File: config.mk
export PLATFORM = sky130hd
export DESIGN_NAME = ddio_rx_crc_check
export DESIGN_NICKNAME = d
export VERILOG_FILES = /design/src/rtl/ddio_pkg.sv /design/src/rtl/crc_div_serial.sv /design/src/rtl/ddio_rx_crc_check.sv
export SDC_FILE = /design/constraint.sdc
export NUM_CORES = 1
export LEC_CHECK = 0
export CAP_MARGIN = 20
export CORE_MARGIN = 2
export CORE_UTILIZATION = 53
export CTS_CLUSTER_DIAMETER = 30
export DETAILED_ROUTE_END_ITERATION = 8
export PLACE_DENSITY = 0.78
export SLEW_MARGIN = 10
export SYNTH_ARGS = -nofsm -noshare
export SYNTH_HDL_FRONTEND = slang
export SYNTH_SLANG_ARGS = --single-unit
File: constraint.sdc
create_clock -name board_clk -period 2.45 [get_ports board_clk]
set_input_delay 0.735 -clock board_clk [delete_from_list [all_inputs] [get_ports board_clk]]
set_output_delay 0.735 -clock board_clk [all_outputs]
set_load 0.1 [all_outputs]
File: src/rtl/ddio_pkg.sv
// Shared word format, CRC parameters and receiver state encoding for the DDIO link.
// The transmitter reuses crc_gen() to append the check bits.
package ddio_pkg;

  localparam int         MESS_LEN  = 12;
  localparam int         CRC_LEN   = 4;
  localparam logic [4:0] POLY      = 5'b10011;
  localparam int         CODE_W    = MESS_LEN + CRC_LEN;
  localparam int         WORD_W    = CODE_W + 2;
  localparam int         START_BIT = WORD_W - 1;
  localparam int         LAST_BIT  = WORD_W - 2;
  localparam int         MSG_LSB   = CRC_LEN;
  localparam int         ERR_W     = 6;

  typedef enum logic [2:0] {
    IDLE    = 3'd0,
    CAPTURE = 3'd1,
    CRC     = 3'd2,
    WRITE   = 3'd3,
    NEXT    = 3'd4,
    LAST    = 3'd5
  } rx_state_e;

  // Remainder of msg * x^CRC_LEN modulo POLY, i.e. the check bits to append.
  function automatic logic [CRC_LEN-1:0] crc_gen(input logic [MESS_LEN-1:0] msg);
    logic [CODE_W-1:0] div;
    div = {msg, {CRC_LEN{1'b0}}};
    for (int i = CODE_W - 1; i >= CRC_LEN; i--) begin
      if (div[i]) begin
        div[i -: (CRC_LEN + 1)] = div[i -: (CRC_LEN + 1)] ^ POLY;
      end
    end
    return div[CRC_LEN-1:0];
  endfunction

endpackage

File: src/rtl/crc_div_serial.sv
// Bit-serial polynomial divider: one code-word bit per cycle from the MSB down to
// bit CRC_LEN; the remainder is left in the low CRC_LEN bits of the register.
module crc_div_serial #(
  parameter int               CODE_W  = 16,
  parameter int               CRC_LEN = 4,
  parameter logic [CRC_LEN:0] POLY    = 5'b10011
) (
  input  logic               clk,
  input  logic               rst_n,
  input  logic               start,
  input  logic [CODE_W-1:0]  data_in,
  output logic               done,
  output logic [CRC_LEN-1:0] remainder
);

  localparam int IDX_W = $clog2(CODE_W);

  logic [CODE_W-1:0] div_q, div_d;
  logic [IDX_W-1:0]  idx_q, idx_d;
  logic              run_q, run_d;
  logic [CODE_W-1:0] poly_at_idx;

  // Generator aligned so its top term sits on the bit currently being cleared.
  assign poly_at_idx = CODE_W'(POLY) << (idx_q - IDX_W'(CRC_LEN));
  assign remainder   = div_q[CRC_LEN-1:0];

  always_comb begin
    div_d = div_q;
    idx_d = idx_q;
    run_d = run_q;
    done  = 1'b0;
    if (start) begin
      div_d = data_in;
      idx_d = IDX_W'(CODE_W - 1);
      run_d = 1'b1;
    end else if (run_q) begin
      if (div_q[idx_q]) begin
        div_d = div_q ^ poly_at_idx;
      end
      idx_d = idx_q - IDX_W'(1);
      // done is raised while the final bit is processed, so the caller sees the
      // finished remainder on the very next cycle.
      if (idx_q == IDX_W'(CRC_LEN)) begin
        done  = 1'b1;
        run_d = 1'b0;
      end
    end
  end

  always_ff @(posedge clk or negedge rst_n) begin
    if (!rst_n) begin
      div_q <= '0;
      idx_q <= '0;
      run_q <= 1'b0;
    end else begin
      div_q <= div_d;
      idx_q <= idx_d;
      run_q <= run_d;
    end
  end

endmodule

File: src/rtl/ddio_rx_crc_check.sv
// Receive-side CRC checker: captures DDIO words, divides them bit-serially, writes
// each word to RAM with its pass flag in the top bit and tracks error statistics.
module ddio_rx_crc_check #(
  parameter int               MESS_LEN = 12,
  parameter int               CRC_LEN  = 4,
  parameter logic [CRC_LEN:0] POLY     = 5'b10011,
  parameter int               ADDR_W   = 5
) (
  input  logic                         board_clk,
  input  logic                         rst_n,
  input  logic                         rx_valid,
  input  logic [MESS_LEN+CRC_LEN+1:0]  rx_data,
  input  logic                         clear_alert,
  output logic [ADDR_W-1:0]            ram_addr,
  output logic [MESS_LEN+CRC_LEN+1:0]  ram_wdata,
  output logic                         ram_wren,
  output logic                         busy,
  output logic                         crc_err_pulse,
  output logic                         frame_done,
  output logic                         LED_alert,
  output logic [5:0]                   err_count,
  output logic                         overrun
);

  import ddio_pkg::*;

  localparam int CODE_BITS = MESS_LEN + CRC_LEN;
  localparam int WORD_BITS = CODE_BITS + 2;
  localparam int START_POS = WORD_BITS - 1;
  localparam int LAST_POS  = WORD_BITS - 2;

  rx_state_e             state_q, state_d;
  logic                  wait_q, wait_d;
  logic [WORD_BITS-1:0]  word_q, word_d;
  logic [ADDR_W-1:0]     addr_q, addr_d;
  logic [5:0]            err_q, err_d;
  logic                  led_q, led_d;
  logic                  ovr_q, ovr_d;

  logic                  div_start;
  logic                  div_done;
  logic [CRC_LEN-1:0]    div_rem;
  logic                  crc_ok;

  crc_div_serial #(
    .CODE_W  (CODE_BITS),
    .CRC_LEN (CRC_LEN),
    .POLY    (POLY)
  ) u_div (
    .clk       (board_clk),
    .rst_n     (rst_n),
    .start     (div_start),
    .data_in   (word_q[CODE_BITS-1:0]),
    .done      (div_done),
    .remainder (div_rem)
  );

  assign crc_ok    = (div_rem == '0);
  assign busy      = !((state_q == IDLE) || ((state_q == NEXT) && wait_q));
  assign ram_addr  = addr_q;
  assign LED_alert = led_q;
  assign err_count = err_q;
  assign overrun   = ovr_q;

  always_comb begin
    state_d       = state_q;
    wait_d        = wait_q;
    word_d        = word_q;
    addr_d        = addr_q;
    err_d         = err_q;
    led_d         = led_q;
    ovr_d         = ovr_q;
    div_start     = 1'b0;
    ram_wren      = 1'b0;
    ram_wdata     = '0;
    crc_err_pulse = 1'b0;
    frame_done    = 1'b0;

    if (rx_valid && busy) begin
      ovr_d = 1'b1;
    end
    // A failing WRITE below overrides this clear in the same cycle.
    if (clear_alert) begin
      led_d = 1'b0;
    end

    case (state_q)
      IDLE: begin
        if (rx_valid && rx_data[START_POS]) begin
          word_d  = rx_data;
          addr_d  = '0;
          state_d = CAPTURE;
        end
      end
      CAPTURE: begin
        div_start = 1'b1;
        state_d   = CRC;
      end
      CRC: begin
        if (div_done) begin
          state_d = WRITE;
        end
      end
      WRITE: begin
        ram_wren  = 1'b1;
        ram_wdata = {crc_ok, word_q[LAST_POS:0]};
        if (!crc_ok) begin
          crc_err_pulse = 1'b1;
          led_d         = 1'b1;
          if (err_q != '1) begin
            err_d = err_q + 6'd1;
          end
        end
        wait_d  = 1'b0;
        state_d = word_q[LAST_POS] ? LAST : NEXT;
      end
      NEXT: begin
        if (!wait_q) begin
          addr_d = addr_q + ADDR_W'(1);
          wait_d = 1'b1;
        end else if (rx_valid) begin
          // Any word continues the frame; a start flag restarts it at address 0.
          word_d  = rx_data;
          wait_d  = 1'b0;
          state_d = CAPTURE;
          if (rx_data[START_POS]) begin
            addr_d = '0;
          end
        end
      end
      LAST: begin
        frame_done = 1'b1;
        addr_d     = '0;
        state_d    = IDLE;
      end
      default: begin
        state_d = IDLE;
      end
    endcase
  end

  always_ff @(posedge board_clk or negedge rst_n) begin
    if (!rst_n) begin
      state_q <= IDLE;
      wait_q  <= 1'b0;
      word_q  <= '0;
      addr_q  <= '0;
      err_q   <= '0;
      led_q   <= 1'b0;
      ovr_q   <= 1'b0;
    end else begin
      state_q <= state_d;
      wait_q  <= wait_d;
      word_q  <= word_d;
      addr_q  <= addr_d;
      err_q   <= err_d;
      led_q   <= led_d;
      ovr_q   <= ovr_d;
    end
  end

endmodule
==> run_results.csv <==
group,metric,value,unit
worst_hold_path,hp-class,"input pin to asynchronous set/reset pin",
drt,route.met3.wl,480,um
place,gp_congestion,0.853,
setup_path,max_stage_delay,0.39,ns
setup_path,crit_start,"state_q[2]",
drt,drt-wirelength-per-cell,17.8,um
clock_tree,cts_max_level,2,
setup_path,r2r-start,"u_div.idx_q[0]",
logic_synthesis,synth_cell_type_count,55,
drt,num_vias,3006,
global_route,grt_pass1_vias,2897,
layout,fin_util,0.735,
setup_path,cp_max_fo,18,
floorplan,die_width,83.5,um
clock_tree,cts_sinks,55,
clock_tree,clk_pin_slew,0.10,ns
logic_synthesis,netlist_area,3350,um2
clock_tree,postCtsHoldBufs,0,
global_route,grt_antenna_before_repair,0,
drt,first_pass_iters,5,
logic_synthesis,ys_warn_count,0,
setup_path,cpMaxStageDelayCell,"dfrtp_1",
timing,holdWs,0.407,ns
drt,routed.top_layer,"met4",
logic_synthesis,netlist.area_leader.share,0.411,
timing,slew_headroom,0.416,
clock_tree,clock-root-buffer,"clkbuf_8",
logic_synthesis,synthArstFlopShare,1.00,
drt,ant_nets,0,
global_route,grt_usage,0.254,
timing,finalSetupViolCount,0,
drt,detail_route.wirelength,8600,um
setup_path,crit_arrival,1.61,ns
logic_synthesis,synth_ff_type,"dfrtp_1",
layout,nets,437,
floorplan,die_height,83.5,um
drt,wl_met1,3960,um
drt,drc,0,
timing,post-route-period-util,0.955,
setup_path,crit_type,"flip-flop to primary output",
place,port_buffers,56,
clock_tree,cts_tree,"built",
setup_path,r2r_slack,0.23,ns
timing,hold_viol,0,
timing,finalCriticalPeriod,2.34,ns
logic_synthesis,synth_nets,375,
power,p_per_area,1460,nW/um2
drt,route.met2.wl,4060,um
setup_path,required,1.71,ns
drt,via_per_inst,6.22,
floorplan,core_area,6030,um2
floorplan,row_count,28,
logic_synthesis,synth-edff-count,0,
global_route,grt_max_degree,25,
layout,area_growth,32.3,%
layout,antenna_cells,0,
global_route,overflow,0,
drt,drt-initial-drc-count,266,
setup_path,timing.critical_path.mode_cell,"buf_12",
layout,final_layout_size_suffix_gt1_frac,0.270,
logic_synthesis,synth_top_cell_by_area,"dfrtp_1",
logic_synthesis,synth.area.top_cells,"dfrtp_1 (41%), mux2_2 (7.1%), and2_1 (4.3%)",
logic_synthesis,yosys_register_bits,55,
run,maxCapViolations,0,
logic_synthesis,avgSynthCellArea,9.71,um2
setup_path,worstPathCellList,"nand3b_1, inv_1, buf_12, and2_2, buf_12",
clock_tree,clk_latency,0.31,ns
setup_path,crit_family,"buffers and inverters",
timing,fmax,427,MHz
timing,fin_skew,0.00858,ns
setup_path,start_kind,"flip-flop",
logic_synthesis,ys_seq_area_frac,0.411,
timing,tightest_slew,0.864,ns
floorplan,initial_utilization,0.556,
power,peakVddDrop,0.833,mV
place,hpwl,6070,um
setup_path,critPathBufInv,3,
status,outcome,"finished clean",
timing,rsz0062_at_grt,"false",
timing,slew_viol_final,0,
floorplan,ios,57,
floorplan,dieArea,6970,um2
logic_synthesis,syn_inst,345,
clock_tree,cts_buffers,5,
global_route,grt_pass1_wl,14600,um
setup_path,end_kind,"primary output",
clock_tree,clock_path_buffers,2,
power,leakagePower,1.84,nW
==> cell type report <==
| cell class | count | area, um2 |
|---|---|---|
| Multi-Input combinational cell | 254 | 1860 |
| Fill cell | 416 | 1590 |
| Sequential cell | 55 | 1380 |
| Timing Repair Buffer | 78 | 946 |
| Clock buffer | 7 | 96.3 |
| Tap cell | 75 | 93.8 |
| Inverter | 13 | 48.8 |
| Clock inverter | 1 | 7.51 |
==> synth_stat cells (2+ instances only) <==
cell type and number:
a222oi_1 2, nor2b_1 7, mux2_1 6, dfrtp_1 55, a21oi_1 7, o31ai_1 3
ha_1 8, a31oi_1 2, inv_1 13, buf_2 4, a32oi_1 11, xnor2_1 7
o41a_1 2, nand3_1 24, o22a_1 2, nor3b_1 4, or2_2 4, clkbuf_1 17
o31a_1 4, a211oi_1 2, nor4_1 5, o2111ai_1 6, and2_1 23, mux2i_1 2
mux2_2 21, nand2b_1 3, o22ai_1 2, o221a_1 3, nor3_1 3, nand4_1 4
and3_1 6, nor2_1 15, buf_6 2, a22o_1 3, nand2_1 24, o211ai_1 11
o21ai_0 10
==> worst reg2reg max path: cells and delay by family, from the launching register on <==
kind               cells  cell delay, ns
AOI/OAI and AO/OA      3            1.34
DFF                    1            0.51
muxes                  1            0.33
==> per-stage QoR <==
stage / instances / area (um2) / TNS (ns) / worst slack (ns) / power (mW)
floorplan: 345 / 3390 / -0.758 / -0.329 / 4.62
global placement: 474 / 4310 / 0 / 0.245 / 5.69
detailed placement: 474 / 4310 / 0 / 0.235 / 5.81
CTS: 482 / 4420 / 0 / 0.0544 / 6.40
global route: 483 / 4430 / 0 / 0.00917 / 6.84
finish: 483 / 4430 / 0 / 0.110 / 6.45
==> state kept, by name, summed over array words and instances (netlist names) <==
signal	cells
err_count	6
ram_addr	5
u_div.idx_q	4
state_q	3
word_q	17
overrun	1
u_div.div_q	16
LED_alert	1
wait_q	1
u_div.run_q	1
==> cell usage in the layout, fill, tap and decap left out, drive strengths merged, types with 6 or more instances in the layout <==
master         count
nand3             24
inv               13
a21oi              7
nand2             24
buf               58
o211ai            11
nor2              15
o21ai             11
and2              23
ha                 8
nor2b              7
and3               6
dfrtp             55
clkbuf             7
mux2              28
a32oi             11
xnor2              7
o2111ai            6
clkdlybuf4s50     20
==> kinds of logic (layout without fill, tap and decap cells) <==
| kind of cell | count (synthesis) | after routing | share of synthesized area |
|---|---|---|---|
| adders and majority gates | 8 | 8 | 0.0299 |
| xor gates and xnor gates | 8 | 8 | 0.0209 |
| AOI/OAI and AO/OA | 81 | 81 | 0.188 |
| muxes | 30 | 30 | 0.101 |
| buffers and inverters | 36 | 99 | 0.0463 |
| and+or+nand+nor | 127 | 127 | 0.203 |
| DFF | 55 | 55 | 0.411 |
==> metal layers <==
| metal | global-route usage | up-vias |
|---|---|---|
| met5 | 0 | - |
| met4 | 0.0660 | 0 |
| met3 | 0.0307 | 11 |
| met2 | 0.402 | 116 |
| met1 | 0.371 | 1471 |
| li1 | - | 1408 |
==> report_power, final <==
group / internal [mW] / switching, mW
clock network: 0.258 / 0.313
logic: 1.65 / 2.46
registers: 1.29 / 0.473
==> worst paths after layout <==
| check | to | cells after the start |
|---|---|---|
| setup / recovery | ram_wdata[16] | 5 |
| hold / removal | word_q[3] | 1 |
| setup reg to reg | u_div.div_q[2] | 4 |
| hold reg to reg | overrun | 1 |
| max in group asynchronous | u_div.div_q[10] | 2 |
| min in group board_clk | overrun | 1 |
==> repair_timing <==
item | in CTS | in global routing
resized for setup | 1 | 2
setup endpoints to repair | 1 | 2
buffers inserted | 0 | 1
(Power assumes the default switching activity.)
